### src/rtl/sram_pkg.sv
// Shared types and constants for the SRAM arbiter.
// Optional feature macro used by this codebase slice: SRAM_ARB_PRIORITY_EN.
package sram_pkg;

  typedef enum logic [1:0] {
    ST_IDLE  = 2'd0,
    ST_ISSUE = 2'd1,
    ST_DRAIN = 2'd2
  } sram_arb_state_t;

  localparam int SRAM_ADDR_W = 18;
  localparam int SRAM_DATA_W = 16;

  localparam logic OP_READ  = 1'b0;
  localparam logic OP_WRITE = 1'b1;

endpackage

### src/rtl/rr_select.sv
// Next-winner selection: first set req bit at or after rr_ptr, with wraparound.
// With SRAM_ARB_PRIORITY_EN defined, requester 0 wins whenever it requests and
// the remaining requesters stay round-robin among themselves.
module rr_select #(
  parameter int NUM_REQ = 2,
  parameter int PTR_W   = 1
) (
  input  logic [NUM_REQ-1:0] req,
  input  logic [PTR_W-1:0]   rr_ptr,
  output logic               any_req,
  output logic [PTR_W-1:0]   win_idx
);

  logic [PTR_W:0] cand;

  // Scan from rr_ptr upward; the first requesting slot found wins.
  always_comb begin
    any_req = 1'b0;
    win_idx = '0;
    cand    = '0;
    for (int k = 0; k < NUM_REQ; k++) begin
      cand = {1'b0, rr_ptr} + (PTR_W+1)'(k);
      if (cand >= (PTR_W+1)'(NUM_REQ)) begin
        cand = cand - (PTR_W+1)'(NUM_REQ);
      end
      if (!any_req && req[cand[PTR_W-1:0]]) begin
        any_req = 1'b1;
        win_idx = cand[PTR_W-1:0];
      end
    end
`ifdef SRAM_ARB_PRIORITY_EN
    if (req[0]) begin
      any_req = 1'b1;
      win_idx = '0;
    end
`else
`endif
  end

endmodule

### src/rtl/sram_arbiter.sv
// Round-robin arbiter sharing one SRAM controller user port among NUM_REQ
// clients. Optional macro: SRAM_ARB_PRIORITY_EN (requester 0 always wins).
//
// Controller handshake: the arbiter raises exactly one of ctl_read_en /
// ctl_wr_en and holds it, with ctl_addr/ctl_wdata stable, until the matching
// ctl_*_valid is sampled high; the enable drops on the following cycle, when
// done pulses. No new enable is issued until both ctl_*_busy are low.
module sram_arbiter
  import sram_pkg::*;
#(
  parameter int NUM_REQ = 2,
  parameter int ADDR_W  = SRAM_ADDR_W,
  parameter int DATA_W  = SRAM_DATA_W
) (
  input  logic                      clk,
  input  logic                      rst,
  input  logic [NUM_REQ-1:0]        req,
  input  logic [NUM_REQ-1:0]        req_wr,
  input  logic [NUM_REQ*ADDR_W-1:0] req_addr,
  input  logic [NUM_REQ*DATA_W-1:0] req_wdata,
  output logic [NUM_REQ-1:0]        gnt,
  output logic [NUM_REQ-1:0]        done,
  output logic [DATA_W-1:0]         rdata,
  output logic                      ctl_read_en,
  output logic                      ctl_wr_en,
  output logic [ADDR_W-1:0]         ctl_addr,
  output logic [DATA_W-1:0]         ctl_wdata,
  input  logic [DATA_W-1:0]         ctl_rdata,
  input  logic                      ctl_read_valid,
  input  logic                      ctl_wr_valid,
  input  logic                      ctl_read_busy,
  input  logic                      ctl_wr_busy,
  output sram_arb_state_t           dbg_state
);

  localparam int PTR_W = (NUM_REQ > 1) ? $clog2(NUM_REQ) : 1;

  sram_arb_state_t    state, state_d;
  logic [PTR_W-1:0]   rr_ptr, rr_ptr_d;
  logic [PTR_W-1:0]   cur_idx, cur_idx_d;
  logic [PTR_W-1:0]   sel_idx;
  logic               sel_valid;
  logic [NUM_REQ-1:0] gnt_d, done_d;
  logic [DATA_W-1:0]  rdata_d;
  logic               rd_en_d, wr_en_d;
  logic [ADDR_W-1:0]  op_addr, op_addr_d, win_addr;
  logic [DATA_W-1:0]  op_wdata, op_wdata_d, win_wdata;
  logic               op_wr, op_wr_d, win_wr;
  logic               op_valid;

  rr_select #(
    .NUM_REQ (NUM_REQ),
    .PTR_W   (PTR_W)
  ) u_rr_select (
    .req     (req),
    .rr_ptr  (rr_ptr),
    .any_req (sel_valid),
    .win_idx (sel_idx)
  );

  // Pick out the selected requester's address, data and operation.
  always_comb begin
    win_addr  = '0;
    win_wdata = '0;
    win_wr    = OP_READ;
    for (int i = 0; i < NUM_REQ; i++) begin
      if (sel_idx == PTR_W'(i)) begin
        win_addr  = req_addr[i*ADDR_W +: ADDR_W];
        win_wdata = req_wdata[i*DATA_W +: DATA_W];
        win_wr    = req_wr[i];
      end
    end
  end

  assign op_valid = (op_wr == OP_WRITE) ? ctl_wr_valid : ctl_read_valid;

  // Next-state and next-output logic; every registered output is computed here.
  always_comb begin
    state_d    = state;
    rr_ptr_d   = rr_ptr;
    cur_idx_d  = cur_idx;
    gnt_d      = gnt;
    done_d     = '0;
    rdata_d    = rdata;
    rd_en_d    = ctl_read_en;
    wr_en_d    = ctl_wr_en;
    op_addr_d  = op_addr;
    op_wdata_d = op_wdata;
    op_wr_d    = op_wr;
    case (state)
      ST_IDLE: begin
        if (sel_valid) begin
          cur_idx_d  = sel_idx;
          gnt_d      = NUM_REQ'(1) << sel_idx;
          op_addr_d  = win_addr;
          op_wdata_d = win_wdata;
          op_wr_d    = win_wr;
          rd_en_d    = (win_wr == OP_READ);
          wr_en_d    = (win_wr == OP_WRITE);
          state_d    = ST_ISSUE;
        end
      end
      ST_ISSUE: begin
        if (op_valid) begin
          rd_en_d  = 1'b0;
          wr_en_d  = 1'b0;
          done_d   = gnt;
          if (op_wr == OP_READ) begin
            rdata_d = ctl_rdata;
          end
          rr_ptr_d = (cur_idx == PTR_W'(NUM_REQ-1)) ? '0 : cur_idx + PTR_W'(1);
          state_d  = ST_DRAIN;
        end
      end
      ST_DRAIN: begin
        if (!ctl_read_busy && !ctl_wr_busy) begin
          gnt_d   = '0;
          state_d = ST_IDLE;
        end
      end
      default: begin
        state_d = ST_IDLE;
      end
    endcase
  end

  // State and registered outputs, cleared by the shared synchronous reset.
  always_ff @(posedge clk) begin
    if (rst) begin
      state       <= ST_IDLE;
      rr_ptr      <= '0;
      cur_idx     <= '0;
      gnt         <= '0;
      done        <= '0;
      rdata       <= '0;
      ctl_read_en <= 1'b0;
      ctl_wr_en   <= 1'b0;
      op_addr     <= '0;
      op_wdata    <= '0;
      op_wr       <= OP_READ;
    end else begin
      state       <= state_d;
      rr_ptr      <= rr_ptr_d;
      cur_idx     <= cur_idx_d;
      gnt         <= gnt_d;
      done        <= done_d;
      rdata       <= rdata_d;
      ctl_read_en <= rd_en_d;
      ctl_wr_en   <= wr_en_d;
      op_addr     <= op_addr_d;
      op_wdata    <= op_wdata_d;
      op_wr       <= op_wr_d;
    end
  end

  assign ctl_addr  = op_addr;
  assign ctl_wdata = op_wdata;
  assign dbg_state = state;

endmodule

### config.mk
export PLATFORM = sky130hd
export DESIGN_NAME = sram_arbiter
export DESIGN_NICKNAME = d
export VERILOG_FILES = /design/src/rtl/sram_pkg.sv /design/src/rtl/rr_select.sv /design/src/rtl/sram_arbiter.sv
export SDC_FILE = /design/constraint.sdc
export NUM_CORES = 1
export LEC_CHECK = 0
export BUFFER_PORTS_ARGS = -buffer_cell sky130_fd_sc_hd__buf_4
export CAP_MARGIN = 15
export CELL_PAD_IN_SITES_DETAIL_PLACEMENT = 1
export CELL_PAD_IN_SITES_GLOBAL_PLACEMENT = 1
export CORE_MARGIN = 4
export CORE_UTILIZATION = 33
export CTS_CLUSTER_DIAMETER = 80
export DETAILED_ROUTE_END_ITERATION = 10
export PLACE_DENSITY = 0.95
export SLEW_MARGIN = 30
export SYNTH_ARGS = -nofsm -noshare
export SYNTH_HDL_FRONTEND = slang
export SYNTH_SLANG_ARGS = --single-unit
### constraint.sdc
create_clock -name clk -period 2 [get_ports clk]
set_input_delay 0.2 -clock clk [delete_from_list [all_inputs] [get_ports clk]]
set_output_delay 0.2 -clock clk [all_outputs]
set_load 0.005 [all_outputs]
* Word level (Yosys, flattened, before mapping)
Cells that the tools add are included.
** Operators by class
- $add $sub $neg :: 4
- Multiply operators :: 0
- Divide/modulo/power cells :: 0
- $lt $le $gt $ge :: 4
- Equal/unequal tests :: 5
- Shift-type cells :: 1
- Multiplexer cells :: 26
- Bitwise operators :: 4
- Reductions and logical operators :: 15
** Operators with widths (number)
- 2-to-1 mux 18 bit :: 1
- 2-to-1 mux 1 bit :: 16
- 2-to-1 mux 16 bit :: 1
- AND reduction 3 bit :: 4
- 2-to-1 mux 2 bit :: 4
- inequality test 2 bit (second input constant) :: 3
- one-hot mux 2 bit (3 select lines) :: 1
- less-than comparator 1 x 2 -> 1 bit (second input constant) :: 2
- NOT 1 bit :: 4
- one-hot mux 1 bit (2 select lines) :: 2
- one-hot mux 2 bit (2 select lines) :: 1
- AND reduction 2 bit :: 2
- nonzero test 2 bit :: 2
- logical NOT 1 bit :: 3
- OR reduction 3 bit :: 1
- adder 1 x 1 -> 2 bit (second input constant) :: 1
- == test 2 x 1 -> 1 bit (second input constant) :: 1
- == test 2 bit (second input constant) :: 1
- greater-or-equal comparator 1 x 2 -> 1 bit (second input constant) :: 1
- greater-or-equal comparator 2 bit (second input constant) :: 1
- logical AND 1 bit :: 2
- logical NOT 2 bit :: 1
- left shift 1 x 1 -> 2 bit (first input constant) :: 1
- subtractor 1 bit (second input constant) :: 2
- adder 1 bit (second input constant) :: 1
** Word-level totals
- Bits in registers :: 61
- Bits in latches :: 0
- RAM bits :: 0
- Memory bits (read-only) :: 0
- Input bits :: 94
- Output and inout bits :: 58
- Logic and storage cells :: 70
- Memories :: 0

* Longest topological paths before layout
Gate-level depths: netlist of run 1.
- Word-level depth :: 12
- Gate-level depth with buffers :: 6
- Depth with buffers taken out :: 4

* By module
Synthesis of run 1 repeated with hierarchy kept, for this count alone.
** Second synthesis, totals
- Cells, all modules :: 274
- Area total of the unflattened synthesis :: 2748.9 um2
** By module, submodules not included
- sram_arbiter :: times used 1, cells an instance 271, area an instance 2731.4 um2, sequential area each 1221.2 um2
- rr_select :: times used 1, cells an instance 3, area an instance 17.5 um2, sequential area each 0.0 um2

* Least setup slack after synthesis of run 1
Ideal clock, no wire load.
- Path kind :: reg2reg
- Start point :: reg state[0] (netlist: dbg_state[0])
- End point :: reg rdata[13]
- Setup time :: 0.132 ns
- Data arrival time :: 1.142 ns
- Required time :: 1.868 ns
- Path slack :: 0.726 ns
- Cell stages (with the launch flop) :: 6
- Path buffers :: 1
- Clock period less this slack :: 1.274 ns
- Cells stage by stage :: dfxtp_1 nor2b_1 nand3b_1 clkbuf_1 nand2_1 a21oi_1
** Between the ends
- Longest elaborated chain between the ends :: 2
** Ends and longest elaborated chain
- start: declaration :: RTL line sram_arbiter.sv:38 : sram_arb_state_t state, state_d;
- start signal: assignment :: RTL line sram_arbiter.sv:142 : state <= state_d;
- == test 2 x 1 -> 1 bit :: RTL line sram_arbiter.sv:90 : case (state)
- AND reduction 3 bit (no source line)
- end signal: assignment :: RTL line sram_arbiter.sv:147 : rdata <= rdata_d;
- end: declaration :: RTL line sram_arbiter.sv:23 : output logic [DATA_W-1:0] rdata,
No other way between the ends.
A chain may end at the register's enable or synchronous reset.

* Final worst setup path of run 1
Ends and elaborated chain as after synthesis.

==> impl_metrics.csv, run 1 <==
group,metric,value,unit
yosys,syn_inst,273,
sta,max_slew.worst_pin.slew,0.701,ns
yosys,netlist.area_leader.share,0.464,
final_layout,diodes,0,
global_routing,grt_usage,0.178,
setup_path,arrival,1.86,ns
power,peakVddDrop,0.477,mV
yosys,yosysSeqAreaShare,0.464,
yosys,async_flop_share,0,
yosys,synth_nets,367,
yosys,yosys.area_share.simple,0.134,
run,cap_violations,0,
setup_path,start_kind,"register",
yosys,synthMostInstantiatedCell,"dfxtp_1",
min_path,hp-class,"in2reg",
yosys,syn_avg_cell_area,9.63,um2
clocking,ctsResizeCount,0,
final_layout,multi_input_area,1260,um2
clocking,clockRootBuffer,"clkbuf_8",
drt,dr.pass1.iters,4,
floorplanning,core_area,7730,um2
yosys,synth_edf_count,0,
sta,finClkSkew,0.00822,ns
floorplanning,die_x,97.3,um
yosys,synth_top_family_by_area,"compound AO/OA/AOI/OAI gates",
power,cellLeakagePower,0.00191,uW
yosys,synth_adder_area_share,0,
setup_path,path_cells,"nor2b_1 -> and3b_1 -> nand2_1 -> a21oi_1",
global_routing,grt_pass1_vias,2798,
global_routing,grt_max_degree,40,
place,pre_cts_slack,0.404,ns
outcome,status,"finished, final reports clean",
yosys,synth-seq-cells,61,
clocking,post-cts-setup-buffers,0,
sta,fmax,623,MHz
setup_path,end_kind,"register",
final_layout,fin_nets,513,
place,dpl.hpwl,6.47,mm
floorplanning,die_h,97.3,um
clocking,insertion_delay,0.33,ns
floorplanning,initial_utilization,0.340,
clocking,cts_tree,"yes",
place,place.port_buffers,151,
final_layout,register_area,1220,um2
global_routing,grt_pass1_wl,13.9,mm
sta,tns,0,ns
sta,hold_viol_final,0,
yosys,synth_compound_area_frac,0.204,
setup_path,slowest_stage,"and3b_1",
sta,layout_setup_ws,0.396,ns
yosys,synth_area_leaders,"dfxtp_1 46%, mux2i_1 13%, a211oi_2 8.1%, nand2_1 5.3%, nor2_1 5.1%",
floorplanning,fp-row-count,32,
drt,avgRoutedWirePerCell,16.0,um
sta,period_minus_slack,1.60,ns
yosys,synth_ff_type,"dfxtp_1",
sta,relSlewSlack,0.527,
setup_path,critPathKind,"reg2reg",
final_layout,fill_cells,893,
yosys,synth_xor_area_frac,0,
power,powerDensity,838,nW/um2
clocking,cts_buffer_depth,2,
place,place_area,3800,um2
global_routing,overflow,0,
sta,finalSetupViolations,0,
final_layout,areaGrowthSynthToFinish,52.4,%
clocking,cts_made_buffers,9,
sta,period_share,0.802,
drt,drtAntennaViolNets,0,
setup_path,cp.required,2.26,ns
clocking,clk_pin_slew_worst_paths,0.07,ns
yosys,yosys.area.top_type,"dfxtp_1",
drt,via_count,2581,
setup_path,critPathMaxFanout,16,
final_layout,drive_gt1_frac,0.460,
drt,routed_wl,8.39,mm
drt,drt-initial-drc-count,28,
place,place.gp.congestion,0.753,
sta,rsz0062_at_grt,"false",
clocking,cts_hold_buf,0,
yosys,synth_mux_area_frac,0.137,
floorplanning,dieArea,9460,um2
clocking,htreeDepth,3,
yosys,synth_commonest_cells,"61 x dfxtp_1, 37 x nand2_1, 36 x nor2_1, 35 x mux2i_1, 22 x a21oi_1",
drt,route.detailed.drc,0,
global_routing,grt_antenna_before_repair,0,
final_layout,post-route-util,0.519,
final_layout,finish.instance_area,4010,um2
clocking,clock-sinks,61,
sta,final-max-slew-violation-count,0,
yosys,synth.distinct_cells,33,
yosys,syn_area,2630,um2
drt,viasPerCell,4.91,
setup_path,critPathMaxStageDelay,0.57,ns
yosys,synth-warning-count,0,
floorplanning,io_pins,152,
## registers in the layout (all words and copies together), names as in the netlist
| register | flops |
|---|---|
| ctl_addr | 18 |
| ctl_wdata | 16 |
| rdata | 16 |
| dbg_state | 2 |
| done | 2 |
| gnt | 2 |
| ctl_read_en | 1 |
| ctl_wr_en | 1 |
| cur_idx | 1 |
| op_wr | 1 |
| rr_ptr | 1 |
## layout make-up
class | instances | share of cell area
multi-input combinational | 187 | 0.314
sequential | 61 | 0.305
timing repair buffer | 157 | 0.294
clock buffer | 11 | 0.0378
tap | 102 | 0.0318
clock inverter | 5 | 0.0147
inverter | 3 | 0.00281
## path summary, 6_finish.rpt
path | to | slack [ns] | depth (start not counted) | startpoint
setup / recovery | rdata[13] | 0.40 | 4 | dbg_state[0]
hold reg to reg | rdata[9] | 0.46 | 2 | rdata[9]
hold / removal | rdata[14] | 0.11 | 3 | ctl_rdata[14]
setup reg to reg | rdata[13] | 0.40 | 4 | dbg_state[0]
## cell families (layout without fill, tap and decap cells)
logic type / count (synthesis) / after routing
simple gates: 85 / 85
compound gates: 66 / 66
buf+inv: 25 / 176
flops: 61 / 61
mux: 36 / 36
## metal layers
layer | track usage | part of all wire | vias up | routed length [um]
met5 | 0 | 0 | - | 0
met4 | 0.0692 | 0.024 | 0 | 200
met3 | 0.0603 | 0.089 | 15 | 749
met2 | 0.321 | 0.51 | 115 | 4300
met1 | 0.192 | 0.37 | 1198 | 3140
li1 | - | - | 1253 | -
## stage by stage
| stage | hold WS (ns) | cells | power [uW] |
|---|---|---|---|
| floorplan | 0.336 | 273 | 1850 |
| global placement | 0.441 | 510 | 2210 |
| detailed placement | 0.451 | 510 | 2260 |
| CTS | 0.101 | 526 | 3400 |
| global route | 0.109 | 526 | 3540 |
| finish | 0.110 | 526 | 3360 |
## cell usage in the layout, fill, tap and decap left out, types with 2 or more instances in the layout
cell        Yosys  layout
buf_4           2     157
dfxtp_1        61      61
nand2_1        37      37
nor2_1         36      36
mux2i_1        35      35
a21oi_1        22      22
a211oi_2       17      17
a211oi_1       17      17
clkbuf_8        0      11
nor2b_1         2       2
nor3b_1         2       2
o21ai_0         2       2
inv_1           2       2
nand2b_1        2       2
clkinvlp_4      0       2
## critical path, delay by kind of cell (launching register included)
family           cells  cell delay (ns)
AND/OR/NAND/NOR      3             0.93
flip-flops           1             0.45
AO/OA/AOI/OAI        1             0.16
## where the power goes
group	leakage (uW)	internal [uW]	switching [uW]	total, uW
clock network	0.000102	643	495	1140
registers	0.000503	1340	75.9	1420
logic	0.00131	426	372	798
No activity file was read; power rests on OpenSTA's default activity.
==> run 2: changes to the inputs <==
Settings changed: CORE_UTILIZATION 33 to 28, PLACE_DENSITY 0.95 to 0.88.
Clock period 2 ns to 1.45 ns, I/O delays scaled along.
==> run 2 against run 1 <==
Against the previous run: clock-buffer cell count did not move; highest routed layer unchanged; critical endpoint is now ctl_addr[10]; wire length increased by 2.6%; global-route usage decreased by 2.7 points; clock skew about the same; flip-flop and latch count did not move.
==> impl_metrics.csv, run 2 (synthesized netlist as in run 1, its figures left out) <==
group,metric,value,unit
outcome,status,"finished, final reports clean",
setup_path,start_kind,"register",
final_layout,final_common_cell,"buf_4",
setup_path,critPathMaxFanout,14,
drt,avgRoutedWirePerCell,16.0,um
clocking,cts_buffer_depth,2,
global_routing,met3_usage,0.0760,
final_layout,drive_gt1_frac,0.477,
place,place_area,3890,um2
drt,route.detailed.drc,0,
drt,drtAntennaViolNets,0,
clocking,clk_pin_slew_worst_paths,0.07,ns
final_layout,final_cell_mix,"153 x buf_4, 59 x dfxtp_1, 37 x nand2_1, 35 x nor2_1, 35 x mux2i_1",
clocking,cts_tree,"yes",
clocking,post-cts-setup-buffers,0,
floorplanning,dieArea,11000,um2
global_routing,grtUsageMet1,0.156,
sta,final-max-slew-violation-count,0,
sta,period_minus_slack,1.39,ns
drt,routed_wl,8.61,mm
global_routing,grt.busiest_layer,"met2",
power,cellLeakagePower,0.00197,uW
drt,via_count,2572,
setup_path,cp.required,1.68,ns
sta,relSlewSlack,0.659,
clocking,insertion_delay,0.34,ns
drt,viasPerCell,4.77,
place,pre_cts_slack,0.0342,ns
drt,drt-initial-drc-count,55,
power,peakVddDrop,0.556,mV
global_routing,grt_use_met2,0.268,
sta,fmax,717,MHz
global_routing,grt_antenna_before_repair,0,
clocking,clock-sinks,61,
clocking,htreeDepth,3,
final_layout,areaGrowthSynthToFinish,58.5,%
drt,dr.pass1.iters,4,
sta,finalSetupViolations,0,
final_layout,largest_register_ffs,18,
sta,layout_setup_ws,0.0554,ns
clocking,cts_made_buffers,9,
power,total_power,4750,uW
place,place.port_buffers,151,
sta,period_share,0.962,
setup_path,end_kind,"register",
floorplanning,initial_utilization,0.286,
sta,finClkSkew,0.00816,ns
final_layout,fin_nets,517,
sta,fin_hold_ws,0.0462,ns
floorplanning,io_pins,152,
place,place.gp.congestion,0.737,
clocking,clockRootBuffer,"clkbuf_8",
run,cap_violations,0,
place,dpl.hpwl,6.41,mm
floorplanning,core_area,9200,um2
final_layout,finish.instance_area,4170,um2
power,powerDensity,1140,nW/um2
setup_path,arrival,1.62,ns
setup_path,critPathKind,"reg2reg",
sta,rsz0062_at_grt,"true",
floorplanning,die_h,105,um
global_routing,grt_pass1_vias,2735,
sta,hold_viol_final,0,
global_routing,grt_usage,0.151,
clocking,cts_hold_buf,0,
global_routing,overflow,0,
sta,max_slew.worst_pin.slew,0.506,ns
final_layout,diodes,0,
floorplanning,fp-row-count,35,
final_layout,fill_cells,1078,
floorplanning,die_x,105,um
min_path,hp-class,"in2reg",
global_routing,grt_max_degree,44,
global_routing,grt_pass1_wl,13.4,mm
run 2: changes by cell type in the layout (fill, tap and decap cells not counted), moves of 2 or more:
cell	change
buf_4	-4
dfxtp_2	+2
buf_12	+5
dfxtp_1	-2
clkbuf_16	+2
run 2: worst paths after layout:
kind,from,depth (start not counted),to,slack (ns)
setup / recovery,rr_ptr,4,ctl_addr[10],0.06
hold / removal,ctl_rdata[11],3,rdata[11],0.05
hold reg to reg,rdata[11],2,rdata[11],0.46
setup reg to reg,rr_ptr,4,ctl_addr[10],0.06
run 2: layer usage:
layer	up-vias	routed length, um
met4	0	96
met1	1202	3230
met2	104	4440
met5	-	0
li1	1256	-
met3	10	846
run 2: through the flow:
| step | cells | TNS (ns) | utilization |
|---|---|---|---|
| after floorplan | 273 | 0 | - |
| after global placement | 521 | 0 | 0.423 |
| after detailed placement | 521 | 0 | 0.423 |
| after CTS | 537 | 0 | 0.446 |
| after global routing | 539 | -0.0141 | 0.453 |
| final | 539 | 0 | 0.453 |
run 2: power breakdown:
part           switching, uW  total, uW  internal (uW)
Clock                    694       1580            886
Sequential               108       1960           1860
Combinational            537       1210            670
Total                   1340       4750           3410
run 2: layout make-up:
| cell class | count | area, um2 | area share |
|---|---|---|---|
| flip-flops and latches | 61 | 1220 | 0.294 |
| multi-input cells | 187 | 1270 | 0.306 |
| clock inverters | 5 | 58.8 | 0.0141 |
| clock buffers | 11 | 151 | 0.0363 |
| repair buffers | 161 | 1310 | 0.314 |
| well taps | 111 | 139 | 0.0333 |
| inverters | 3 | 11.3 | 0.00270 |
run 2: repair_timing:
item	in CTS	in global routing
cloned	0	2
resized for setup	1	6
endpoints found under the setup margin	2	31
endpoints found under the hold margin	0	0
pin swaps	0	2
run 2: critical path, cell delays in order, from the launching register on:
cell      delay (ns)
dfxtp_1         0.34
o21ai_4         0.31
buf_12          0.21
mux2i_1         0.29
a211oi_2        0.10
==> run 3: changes to the inputs <==
Settings changed: CORE_UTILIZATION 28 to 31, PLACE_DENSITY 0.88 to 0.92.
Clock period 1.45 ns to 1.5 ns, I/O delays scaled along.
==> run 3 against run 2 <==
Against the previous run: clock-buffer cell count unchanged; register-to-register slack improved by 0.05 ns; sequential share of layout area increased by 0.16 points; worst hold slack improved by 0.012 ns; combinational power about the same; cell count decreased by 0.93%; clock skew increased by 0.0025 ns; global-route usage increased by 1.7 points.
==> impl_metrics.csv, run 3 (synthesized netlist as in run 1, its figures left out) <==
group,metric,value,unit
final_layout,fill_cells,962,
power,cellLeakagePower,0.00197,uW
clocking,clockRootBuffer,"clkbuf_8",
sta,finClkSkew,0.0107,ns
final_layout,diodes,0,
clocking,htreeDepth,3,
setup_path,critPathMaxFanout,14,
outcome,status,"finished, final reports clean",
floorplanning,die_h,100,um
sta,fin_hold_ws,0.0584,ns
sta,relSlewSlack,0.658,
drt,dr.pass1.iters,4,
setup_path,reg2regPathDepth,4,
final_layout,final_common_cell,"buf_4",
floorplanning,initial_utilization,0.320,
setup_path,arrival,1.63,ns
final_layout,final_cell_mix,"157 x buf_4, 60 x dfxtp_1, 37 x nand2_1, 35 x nor2_1, 35 x mux2i_1",
sta,finalSetupViolations,0,
sta,period_minus_slack,1.39,ns
clocking,post-cts-setup-buffers,0,
final_layout,largest_register_ffs,18,
sta,tns,0,ns
sta,layout_setup_ws,0.107,ns
place,pre_cts_slack,0.0605,ns
floorplanning,fp-row-count,33,
power,peakVddDrop,0.484,mV
final_layout,multi_input_area,1280,um2
min_path,hold_start,"ctl_rdata[3]",
floorplanning,die_x,100,um
global_routing,grt_usage,0.169,
setup_path,critPathKind,"reg2reg",
sta,fmax,718,MHz
sta,period_share,0.928,
clocking,clk_pin_slew_worst_paths,0.07,ns
global_routing,grt_pass1_wl,13.3,mm
clocking,clock-sinks,61,
sta,hold_viol_final,0,
drt,routed_wl,8.79,mm
drt,drtAntennaViolNets,0,
setup_path,end_kind,"register",
floorplanning,io_pins,152,
place,place.gp.congestion,0.789,
power,total_power,4620,uW
power,powerDensity,1120,nW/um2
global_routing,grt_antenna_before_repair,0,
clocking,cts_made_buffers,9,
floorplanning,dieArea,10000,um2
drt,viasPerCell,4.82,
setup_path,start_kind,"register",
setup_path,reg2reg_to,"ctl_wdata[4]",
drt,drt-initial-drc-count,42,
floorplanning,core_area,8220,um2
min_path,hold_end,"rdata[3]",
run,cap_violations,0,
setup_path,reg2reg_slack,0.11,ns
drt,route.detailed.drc,0,
clocking,insertion_delay,0.34,ns
setup_path,cp.required,1.74,ns
drt,avgRoutedWirePerCell,16.5,um
global_routing,overflow,0,
sta,final-max-slew-violation-count,0,
min_path,hp-class,"in2reg",
final_layout,areaGrowthSynthToFinish,57.5,%
global_routing,grt_pass1_vias,2795,
sta,rsz0062_at_grt,"false",
final_layout,register_area,1220,um2
final_layout,drive_gt1_frac,0.473,
clocking,cts_tree,"yes",
place,place.port_buffers,151,
min_path,whs_path_depth,3,
clocking,cts_buffer_depth,2,
drt,via_count,2575,
sta,max_slew.worst_pin.slew,0.508,ns
global_routing,grt_max_degree,39,
setup_path,rr_startpoint,"rr_ptr",
place,dpl.hpwl,6.52,mm
final_layout,fin_nets,518,
## run 3: cell types whose count changed in the layout (fill, tap and decap cells not counted), moves of 2 or more
cell and change:
buf_12 -2, clkinv_2 +2, clkbuf_1 +2, clkinvlp_4 -2
a211oi_1 -2, a211oi_2 +2, clkbuf_8 -2, buf_4 +4
## run 3: layout make-up
type | count | share of cell area
clock buffers | 11 | 0.0317
clock inverters | 5 | 0.0181
inverters | 3 | 0.00272
multi-input cells | 187 | 0.310
flip-flops and latches | 61 | 0.295
well taps | 105 | 0.0317
repair buffers | 162 | 0.311
## run 3: timing repair
item | in CTS | in global routing
hold buffers | 0 | 0
endpoints found under the setup margin | 0 | 28
gates resized for setup | 0 | 6
endpoints found under the hold margin | 0 | 0
## run 3: metal layers
layer  track usage  wire (um)  vias up
li1              -          -     1258
met1         0.171       3240     1203
met2         0.308       4580      104
met3        0.0820        849       10
met4        0.0435        116        0
met5             0          0        -
## run 3: worst max-delay path by stage
stage                  from           end
4_1_cts        dbg_state[0]  ctl_addr[17]
3_3_place_gp   dbg_state[1]   ctl_addr[4]
3_5_place_dp   dbg_state[0]  ctl_addr[17]
5_1_grt              rr_ptr  ctl_wdata[4]
6_report             rr_ptr  ctl_wdata[4]
2_1_floorplan  dbg_state[0]     rdata[13]
## run 3: power breakdown
group | switching (uW) | internal [uW]
clock | 615 | 928
combinational | 527 | 650
sequential | 108 | 1790
## run 3: metrics by stage
stage,cells,area (um2),utilization
6_report,534,4140,0.504
5_1_grt,534,4140,0.504
4_1_cts,532,4070,0.495
2_1_floorplan,273,2630,-
3_3_place_gp,516,3860,0.470
3_5_place_dp,516,3860,0.470
## run 3: worst max-delay path, stage by stage (launching register included)
cell and delay [ns]:
dfxtp_1 0.35, o21ai_4 0.24, buf_4 0.31, mux2i_1 0.13
a211oi_1 0.27
